`config.mk`:
```
export PLATFORM = sky130hd
export DESIGN_NAME = alu_seq
export DESIGN_NICKNAME = d
export VERILOG_FILES = /design/src/rtl/alu_pkg.sv /design/src/rtl/alu_muldiv_iter.sv /design/src/rtl/alu_seq.sv
export SDC_FILE = /design/constraint.sdc
export NUM_CORES = 1
export LEC_CHECK = 0
export CORE_UTILIZATION = 50
export CTS_CLUSTER_SIZE = 28
export DETAILED_ROUTE_END_ITERATION = 8
export GPL_TIMING_DRIVEN = 0
export PLACE_DENSITY = 0.71
export SKIP_CTS_REPAIR_TIMING = 1
export SYNTH_ARGS = -nofsm -noshare
export SYNTH_HDL_FRONTEND = slang
export SYNTH_SLANG_ARGS = --single-unit
```
`constraint.sdc`:
```
create_clock -name clk -period 2.6 [get_ports clk]
set_input_delay 0.26 -clock clk [delete_from_list [all_inputs] [get_ports clk]]
set_output_delay 0.26 -clock clk [all_outputs]
set_load 0.1 [all_outputs]
```
`src/rtl/alu_pkg.sv`:
```
// rtl/alu_pkg.sv - op codes, FSM states and op classification for alu_seq
package alu_pkg;

  typedef enum logic [3:0] {
    OP_ADD  = 4'd0,
    OP_SUB  = 4'd1,
    OP_NOT  = 4'd2,
    OP_SHL  = 4'd3,
    OP_SHR  = 4'd4,
    OP_AND  = 4'd5,
    OP_OR   = 4'd6,
    OP_SEQ  = 4'd7,
    OP_SLTU = 4'd8,
    OP_MUL  = 4'd9,
    OP_DIVU = 4'd10,
    OP_REMU = 4'd11
  } alu_op_t;

  typedef enum logic [1:0] {
    IDLE = 2'd0,
    BUSY = 2'd1,
    DONE = 2'd2
  } alu_state_t;

  // Divide by zero resolves in one cycle, so only a real divide goes iterative.
  function automatic logic is_iterative(logic [3:0] op, logic b_zero);
    return (op == OP_MUL) || (((op == OP_DIVU) || (op == OP_REMU)) && !b_zero);
  endfunction

endpackage

```
`src/rtl/alu_muldiv_iter.sv`:
```
// rtl/alu_muldiv_iter.sv - one-bit-per-cycle shift-add multiply and restoring divide
module alu_muldiv_iter
  import alu_pkg::*;
#(
  parameter int WIDTH = 16
) (
  input  logic             clk,
  input  logic             rst_n,
  input  logic             start,
  input  logic [3:0]       op,
  input  logic [WIDTH-1:0] a,
  input  logic [WIDTH-1:0] b,
  output logic             busy,
  output logic             done,
  output logic [WIDTH-1:0] res
);

  localparam int CW = $clog2(WIDTH);

  // acc: partial product or partial remainder; x: multiplicand or dividend/quotient; y: multiplier or divisor
  logic [WIDTH-1:0] acc_q, acc_d, x_q, x_d, y_q, y_d;
  logic [CW-1:0]    cnt_q, cnt_d;
  logic             busy_q, busy_d, done_q, done_d, mul_q, mul_d, rem_q, rem_d;
  logic [WIDTH:0]   rtrial, rdiff;
  logic             ge;

  always_comb begin
    acc_d  = acc_q;
    x_d    = x_q;
    y_d    = y_q;
    cnt_d  = cnt_q;
    busy_d = busy_q;
    done_d = 1'b0;
    mul_d  = mul_q;
    rem_d  = rem_q;
    rtrial = {acc_q, x_q[WIDTH-1]};
    rdiff  = rtrial - {1'b0, y_q};
    ge     = (rtrial >= {1'b0, y_q});
    if (start) begin
      acc_d  = '0;
      x_d    = a;
      y_d    = b;
      cnt_d  = CW'(WIDTH - 1);
      busy_d = 1'b1;
      mul_d  = (op == OP_MUL);
      rem_d  = (op == OP_REMU);
    end else if (busy_q) begin
      if (mul_q) begin
        if (y_q[0]) acc_d = acc_q + x_q;
        x_d = x_q << 1;
        y_d = y_q >> 1;
      end else begin
        acc_d = ge ? rdiff[WIDTH-1:0] : rtrial[WIDTH-1:0];
        x_d   = {x_q[WIDTH-2:0], ge};
      end
      cnt_d = cnt_q - 1'b1;
      if (cnt_q == '0) begin
        busy_d = 1'b0;
        done_d = 1'b1;
      end
    end
  end

  always_ff @(posedge clk or negedge rst_n) begin
    if (!rst_n) begin
      acc_q  <= '0;
      x_q    <= '0;
      y_q    <= '0;
      cnt_q  <= '0;
      busy_q <= 1'b0;
      done_q <= 1'b0;
      mul_q  <= 1'b0;
      rem_q  <= 1'b0;
    end else begin
      acc_q  <= acc_d;
      x_q    <= x_d;
      y_q    <= y_d;
      cnt_q  <= cnt_d;
      busy_q <= busy_d;
      done_q <= done_d;
      mul_q  <= mul_d;
      rem_q  <= rem_d;
    end
  end

  assign busy = busy_q;
  assign done = done_q;
  assign res  = (mul_q || rem_q) ? acc_q : x_q;

endmodule

```
`src/rtl/alu_seq.sv`:
```
// rtl/alu_seq.sv - handshaked ALU with registered single-cycle ops and iterative mul/div
module alu_seq
  import alu_pkg::*;
#(
  parameter int WIDTH = 16
) (
  input  logic             clk,
  input  logic             rst_n,
  input  logic             in_valid,
  output logic             in_ready,
  input  logic [3:0]       op,
  input  logic [WIDTH-1:0] a,
  input  logic [WIDTH-1:0] b,
  output logic             out_valid,
  input  logic             out_ready,
  output logic [WIDTH-1:0] result,
  output logic             zero,
  output logic             carry,
  output logic             ovf,
  output logic             dz
);

  localparam int SHW = $clog2(WIDTH);

  alu_state_t       state_q, state_d;
  logic [WIDTH-1:0] result_q, result_d;
  logic             carry_q, carry_d, ovf_q, ovf_d, dz_q, dz_d;
  logic             accept, b_zero, iter_op, sh_big;
  logic             mdu_busy, mdu_done;
  logic [WIDTH-1:0] mdu_res, sc_res;
  logic             sc_carry, sc_ovf, sc_dz;
  logic [WIDTH:0]   sum, diff;

  assign in_ready = (state_q == IDLE) || ((state_q == DONE) && out_ready);
  assign accept   = in_valid && in_ready;
  assign b_zero   = (b == '0);
  assign iter_op  = is_iterative(op, b_zero);
  assign sum      = {1'b0, a} + {1'b0, b};
  assign diff     = {1'b0, a} - {1'b0, b};
  assign sh_big   = |(b >> SHW);

  alu_muldiv_iter #(.WIDTH(WIDTH)) u_muldiv (
    .clk   (clk),
    .rst_n (rst_n),
    .start (accept && iter_op),
    .op    (op),
    .a     (a),
    .b     (b),
    .busy  (mdu_busy),
    .done  (mdu_done),
    .res   (mdu_res)
  );

  // Codes 12-15 and ADD share the default branch.
  always_comb begin
    sc_res   = sum[WIDTH-1:0];
    sc_carry = 1'b0;
    sc_ovf   = 1'b0;
    sc_dz    = 1'b0;
    case (op)
      OP_SUB: begin
        sc_res   = diff[WIDTH-1:0];
        sc_carry = diff[WIDTH];
        sc_ovf   = (a[WIDTH-1] != b[WIDTH-1]) && (diff[WIDTH-1] != a[WIDTH-1]);
      end
      OP_NOT:  sc_res = ~a;
      OP_SHL:  sc_res = sh_big ? '0 : (a << b[SHW-1:0]);
      OP_SHR:  sc_res = sh_big ? '0 : (a >> b[SHW-1:0]);
      OP_AND:  sc_res = a & b;
      OP_OR:   sc_res = a | b;
      OP_SEQ:  sc_res = {{(WIDTH-1){1'b0}}, (a == b)};
      OP_SLTU: sc_res = {{(WIDTH-1){1'b0}}, (a < b)};
      OP_MUL:  sc_res = '0;
      OP_DIVU: begin
        sc_res = '1;
        sc_dz  = b_zero;
      end
      OP_REMU: begin
        sc_res = a;
        sc_dz  = b_zero;
      end
      default: begin
        sc_carry = sum[WIDTH];
        sc_ovf   = (a[WIDTH-1] == b[WIDTH-1]) && (sum[WIDTH-1] != a[WIDTH-1]);
      end
    endcase
  end

  always_comb begin
    state_d  = state_q;
    result_d = result_q;
    carry_d  = carry_q;
    ovf_d    = ovf_q;
    dz_d     = dz_q;
    case (state_q)
      BUSY: begin
        if (mdu_done && !mdu_busy) begin
          state_d  = DONE;
          result_d = mdu_res;
          carry_d  = 1'b0;
          ovf_d    = 1'b0;
          dz_d     = 1'b0;
        end
      end
      DONE: if (out_ready) state_d = IDLE;
      default: ;
    endcase
    // A new op accepted while the old result is consumed overrides DONE -> IDLE.
    if (accept) begin
      if (iter_op) begin
        state_d = BUSY;
      end else begin
        state_d  = DONE;
        result_d = sc_res;
        carry_d  = sc_carry;
        ovf_d    = sc_ovf;
        dz_d     = sc_dz;
      end
    end
  end

  always_ff @(posedge clk or negedge rst_n) begin
    if (!rst_n) begin
      state_q  <= IDLE;
      result_q <= '0;
      carry_q  <= 1'b0;
      ovf_q    <= 1'b0;
      dz_q     <= 1'b0;
    end else begin
      state_q  <= state_d;
      result_q <= result_d;
      carry_q  <= carry_d;
      ovf_q    <= ovf_d;
      dz_q     <= dz_d;
    end
  end

  assign out_valid = (state_q == DONE);
  assign result    = result_q;
  assign zero      = (result_q == '0);
  assign carry     = carry_q;
  assign ovf       = ovf_q;
  assign dz        = dz_q;

endmodule

```
==> metrics.csv <==
stage,metric,value,unit
status,status,finished with violations,
status,violations in the final reports,negative setup slack,
global_route,antenna violations before repair,1,
synthesis,top post-synthesis cells by area,"dfrtp_1 21%, ha_1 11%, mux2i_1 6.7%, a21oi_1 6.1%, nand2_1 5.7%",
clock_tree,CTS Buf Count,9,
drt,first drt pass iteration count,6,
layout,final core occ,0.6589,
synthesis,Post-synth EDFFs,0,
synthesis,Synth async-reset ratio,1.000,
drt,drt drc,0,
synthesis,Syn Area/Cell,7.532,sq um
floorplan,Site Rows,49,
pwr,maximum vdd drop,1152,uV
critical_path,Reg-to-Reg Start,u_muldiv.acc_q[5],
global_route,vias in the first global route,9443,
clock_tree,clock buffer depth,2,
sta,max-slew violations,0,
synthesis,Post-synth top flop,dfrtp_1,
hold_path,hold crit path type,primary input to register,
critical_path,Worst Path Required,2800,ps
global_route,GRT Total Usage,0.4030,
synthesis,"flops & latches, synth",77,
synthesis,leading area contributor after synthesis,dfrtp_1,
clock_tree,"Clk pin slew, worst setup/hold paths",70,ps
drt,Vias,10537,
synthesis,"Seq/Total Area, Yosys",0.2088,
synthesis,Synth top area share,0.2088,
synthesis,synthesized instance count,1225,
sta,Max Clock Skew,10.15,ps
critical_path,Crit Reg-Reg Endpoint,u_muldiv.acc_q[15],
layout,Filler cells,1546,
global_route,grt ovf,0,
floorplan,die height,137.8,microns
pwr,PD cells,1064,nW/um^2
floorplan,IO Count,62,
synthesis,Yosys warning count,0,
layout,layout cell share with drive strength beyond 1,0.2188,
drt,Routed WL per cell,24.90,microns
clock_tree,clk_lat worst skew,350,ps
placed_design,HPWL Detailed,29.54,mm
drt,final WL,39.07,mm
clock_tree,clock root cell,clkbuf_16,
synthesis,Cell variety after synth,79,
placed_design,pre-CTS WS,-1823,ps
sta,PnR worst setup slack,-211.5,ps
hold_path,Hold Path Depth,3,
clock_tree,H-tree depth,3,
placed_design,Buffers on Ports,59,
hold_path,HP Start,b[5],
sta,worst-margin pin slew,971.8,ps
sta,final setup vio count,17,
global_route,global-route wire length before repair,55.90,mm
critical_path,Worst R2R Setup Slack,-210,ps
hold_path,hold path endpoint,u_muldiv.y_q[5],
sta,Fin Hold WS,238.5,ps
sta,Max transition margin,0.3501,
critical_path,Critical Path Source Type,register,
sta,min cycle time layout,2811,ps
sta,Max Fclk,355.7,MHz
clock_tree,clk sinks,77,
critical_path,worst-path fanout max,6,
clock_tree,CTS tree,yes,
sta,RSZ-0062 raised after global routing,true,
floorplan,die span in x,137.8,microns
critical_path,CP arrival,3010,ps
placed_design,RePlAce Congestion,1.015,
floorplan,die area,19000,sq um
drt,number of antenna-violating nets in the routed design,0,
drt,DRT iter0 DRCs,1045,
critical_path,critical path class,register to register,
floorplan,Core ar.,18020,sq um
pwr,Lkg Pwr,5.088,nW
layout,Syn-to-layout area delta,28.72,%
synthesis,Synth Cell Area,9226,sq um
global_route,largest net degree at the start of global routing,70,
floorplan,Initial Utilization,0.5119,
layout,Nets,1459,
sta,Final Hold Violating Endpoints,0,
flow_run,max cap viols,0,
drt,vias per cell,6.716,
critical_path,CP Capture Type,register,
critical_path,Reg2Reg Depth,11,
synthesis,Mapped Nets,1350,
sta,Tcrit/Tclk final,1.081,
==> report_power, final <==
part	internal (W)	switching, W	total (W)
registers	0.00170	0.000722	0.00242
logic	0.00362	0.00515	0.00878
clock network	0.000876	0.000563	0.00144
total	0.00620	0.00644	0.0126
==> final cells by class <==
type                    instances  area (sq um)  area share
multi-input cells             985          7541      0.6350
flip-flops and latches         77          1932      0.1627
repair buffers                108          1010     0.08502
plain buffers                  74         456.7     0.03845
inverters                      79         315.3     0.02655
well taps                     229         286.5     0.02413
clock buffers                  10         239.0     0.02012
clock inverters                 6         93.84    0.007901
diodes                          1         2.502   0.0002107
==> state kept, by name, indices dropped and copies added, names as in the netlist <==
signal and cells:
carry 1, dz 1, ovf 1, result 16, state_q 2, u_muldiv.acc_q 16
u_muldiv.busy 1, u_muldiv.cnt_q 4, u_muldiv.done 1, u_muldiv.mul_q 1, u_muldiv.rem_q 1, u_muldiv.x_q 16
u_muldiv.y_q 16
==> through the flow <==
stage / power, W / cell area, sq um / setup TNS, ps / std cells
after CTS: 0.01103 / 10510 / -29390 / 1530
after floorplan: 0.007691 / 9275 / 0 / 1225
after global placement: 0.009483 / 10150 / -167100 / 1513
final: 0.01264 / 11880 / -2620 / 1569
after detailed placement: 0.009575 / 10180 / -52240 / 1514
after global routing: 0.01332 / 11870 / -3750 / 1568
==> worst max-delay path by stage <==
stage / start / end / slack [ps] / cells past startpoint
2_1_floorplan: u_muldiv.y_q[6] / u_muldiv.acc_q[15] / 3 / 12
3_3_place_gp: a[7] / result[0] / -1830 / 14
3_5_place_dp: a[7] / result[0] / -1820 / 14
4_1_cts: a[7] / result[0] / -1480 / 14
5_1_grt: u_muldiv.acc_q[2] / u_muldiv.acc_q[15] / -280 / 11
6_report: u_muldiv.acc_q[5] / u_muldiv.acc_q[15] / -210 / 11
==> worst max-delay path: stages (launching register included) <==
cell	delay (ps)
dfrtp_2	470
ha_4	290
a21o_1	180
a21o_1	190
or3b_1	370
o21ai_2	250
a21oi_2	100
nand2b_4	160
buf_8	150
buf_12	140
a2111oi_4	290
a211oi_1	70
==> per-layer routing <==
layer	wire (microns)	GRT usage	vias up
met5	0	0	-
met4	2327	0.2258	0
met3	3667	0.09860	175
met2	17500	0.6247	662
met1	15570	0.5097	5027
li1	-	-	4673
==> synthesized netlist by cell type (all sizes together) (6+ instances only) <==
cell type / number
a2111oi: 6
a211oi: 16
a21o: 14
a21oi: 113
a221oi: 7
a22oi: 7
a31oi: 13
buf: 21
clkbuf: 63
dfrtp: 77
ha: 81
inv: 78
mux2: 11
mux2i: 62
mux4: 13
nand2: 141
nand2b: 10
nand3: 31
nor2: 95
nor2b: 11
nor3: 31
nor4: 15
o2111ai: 11
o211ai: 12
o21a: 6
o21ai: 138
o21bai: 11
o221ai: 6
o22ai: 8
o31ai: 8
or2: 7
xnor2: 23
xor2: 15
==> logic make-up after synthesis <==
family,Yosys count,share of synthesized area
buffers and inverters,163,0.06984
AND/OR/NAND/NOR,365,0.1779
AO/OA/AOI/OAI,411,0.2764
adder cells (fa/ha/maj),85,0.1185
XOR/XNOR,38,0.03607
multiplexers,86,0.1124
flip-flops,77,0.2088
==> placed cells by master (no fill, tap or decap), types with 10 or more instances in the layout <==
| cell | Yosys | routed |
|---|---|---|
| nand3_1 | 31 | 31 |
| a21oi_2 | 1 | 15 |
| nor3_1 | 30 | 26 |
| nand2_1 | 141 | 140 |
| mux2i_1 | 62 | 59 |
| buf_6 | 2 | 14 |
| inv_2 | 5 | 11 |
| o21ai_2 | 1 | 10 |
| clkbuf_16 | 0 | 10 |
| dfrtp_1 | 77 | 73 |
| a211oi_1 | 16 | 13 |
| ha_1 | 81 | 58 |
| buf_4 | 0 | 50 |
| dlymetal6s2s_1 | 0 | 15 |
| o21ai_0 | 58 | 57 |
| clkbuf_2 | 0 | 22 |
| clkdlybuf4s50_1 | 0 | 29 |
| xor2_1 | 15 | 15 |
| ha_4 | 0 | 15 |
| a21o_1 | 14 | 13 |
| o211ai_1 | 12 | 12 |
| mux4_2 | 13 | 13 |
| inv_1 | 73 | 63 |
| clkbuf_1 | 63 | 27 |
| buf_2 | 14 | 13 |
| xnor2_1 | 23 | 22 |
| o2111ai_1 | 11 | 10 |
| o21ai_1 | 79 | 71 |
| nor2_1 | 94 | 90 |
| a21oi_1 | 112 | 93 |
No activity file was read; power rests on OpenSTA's default activity.
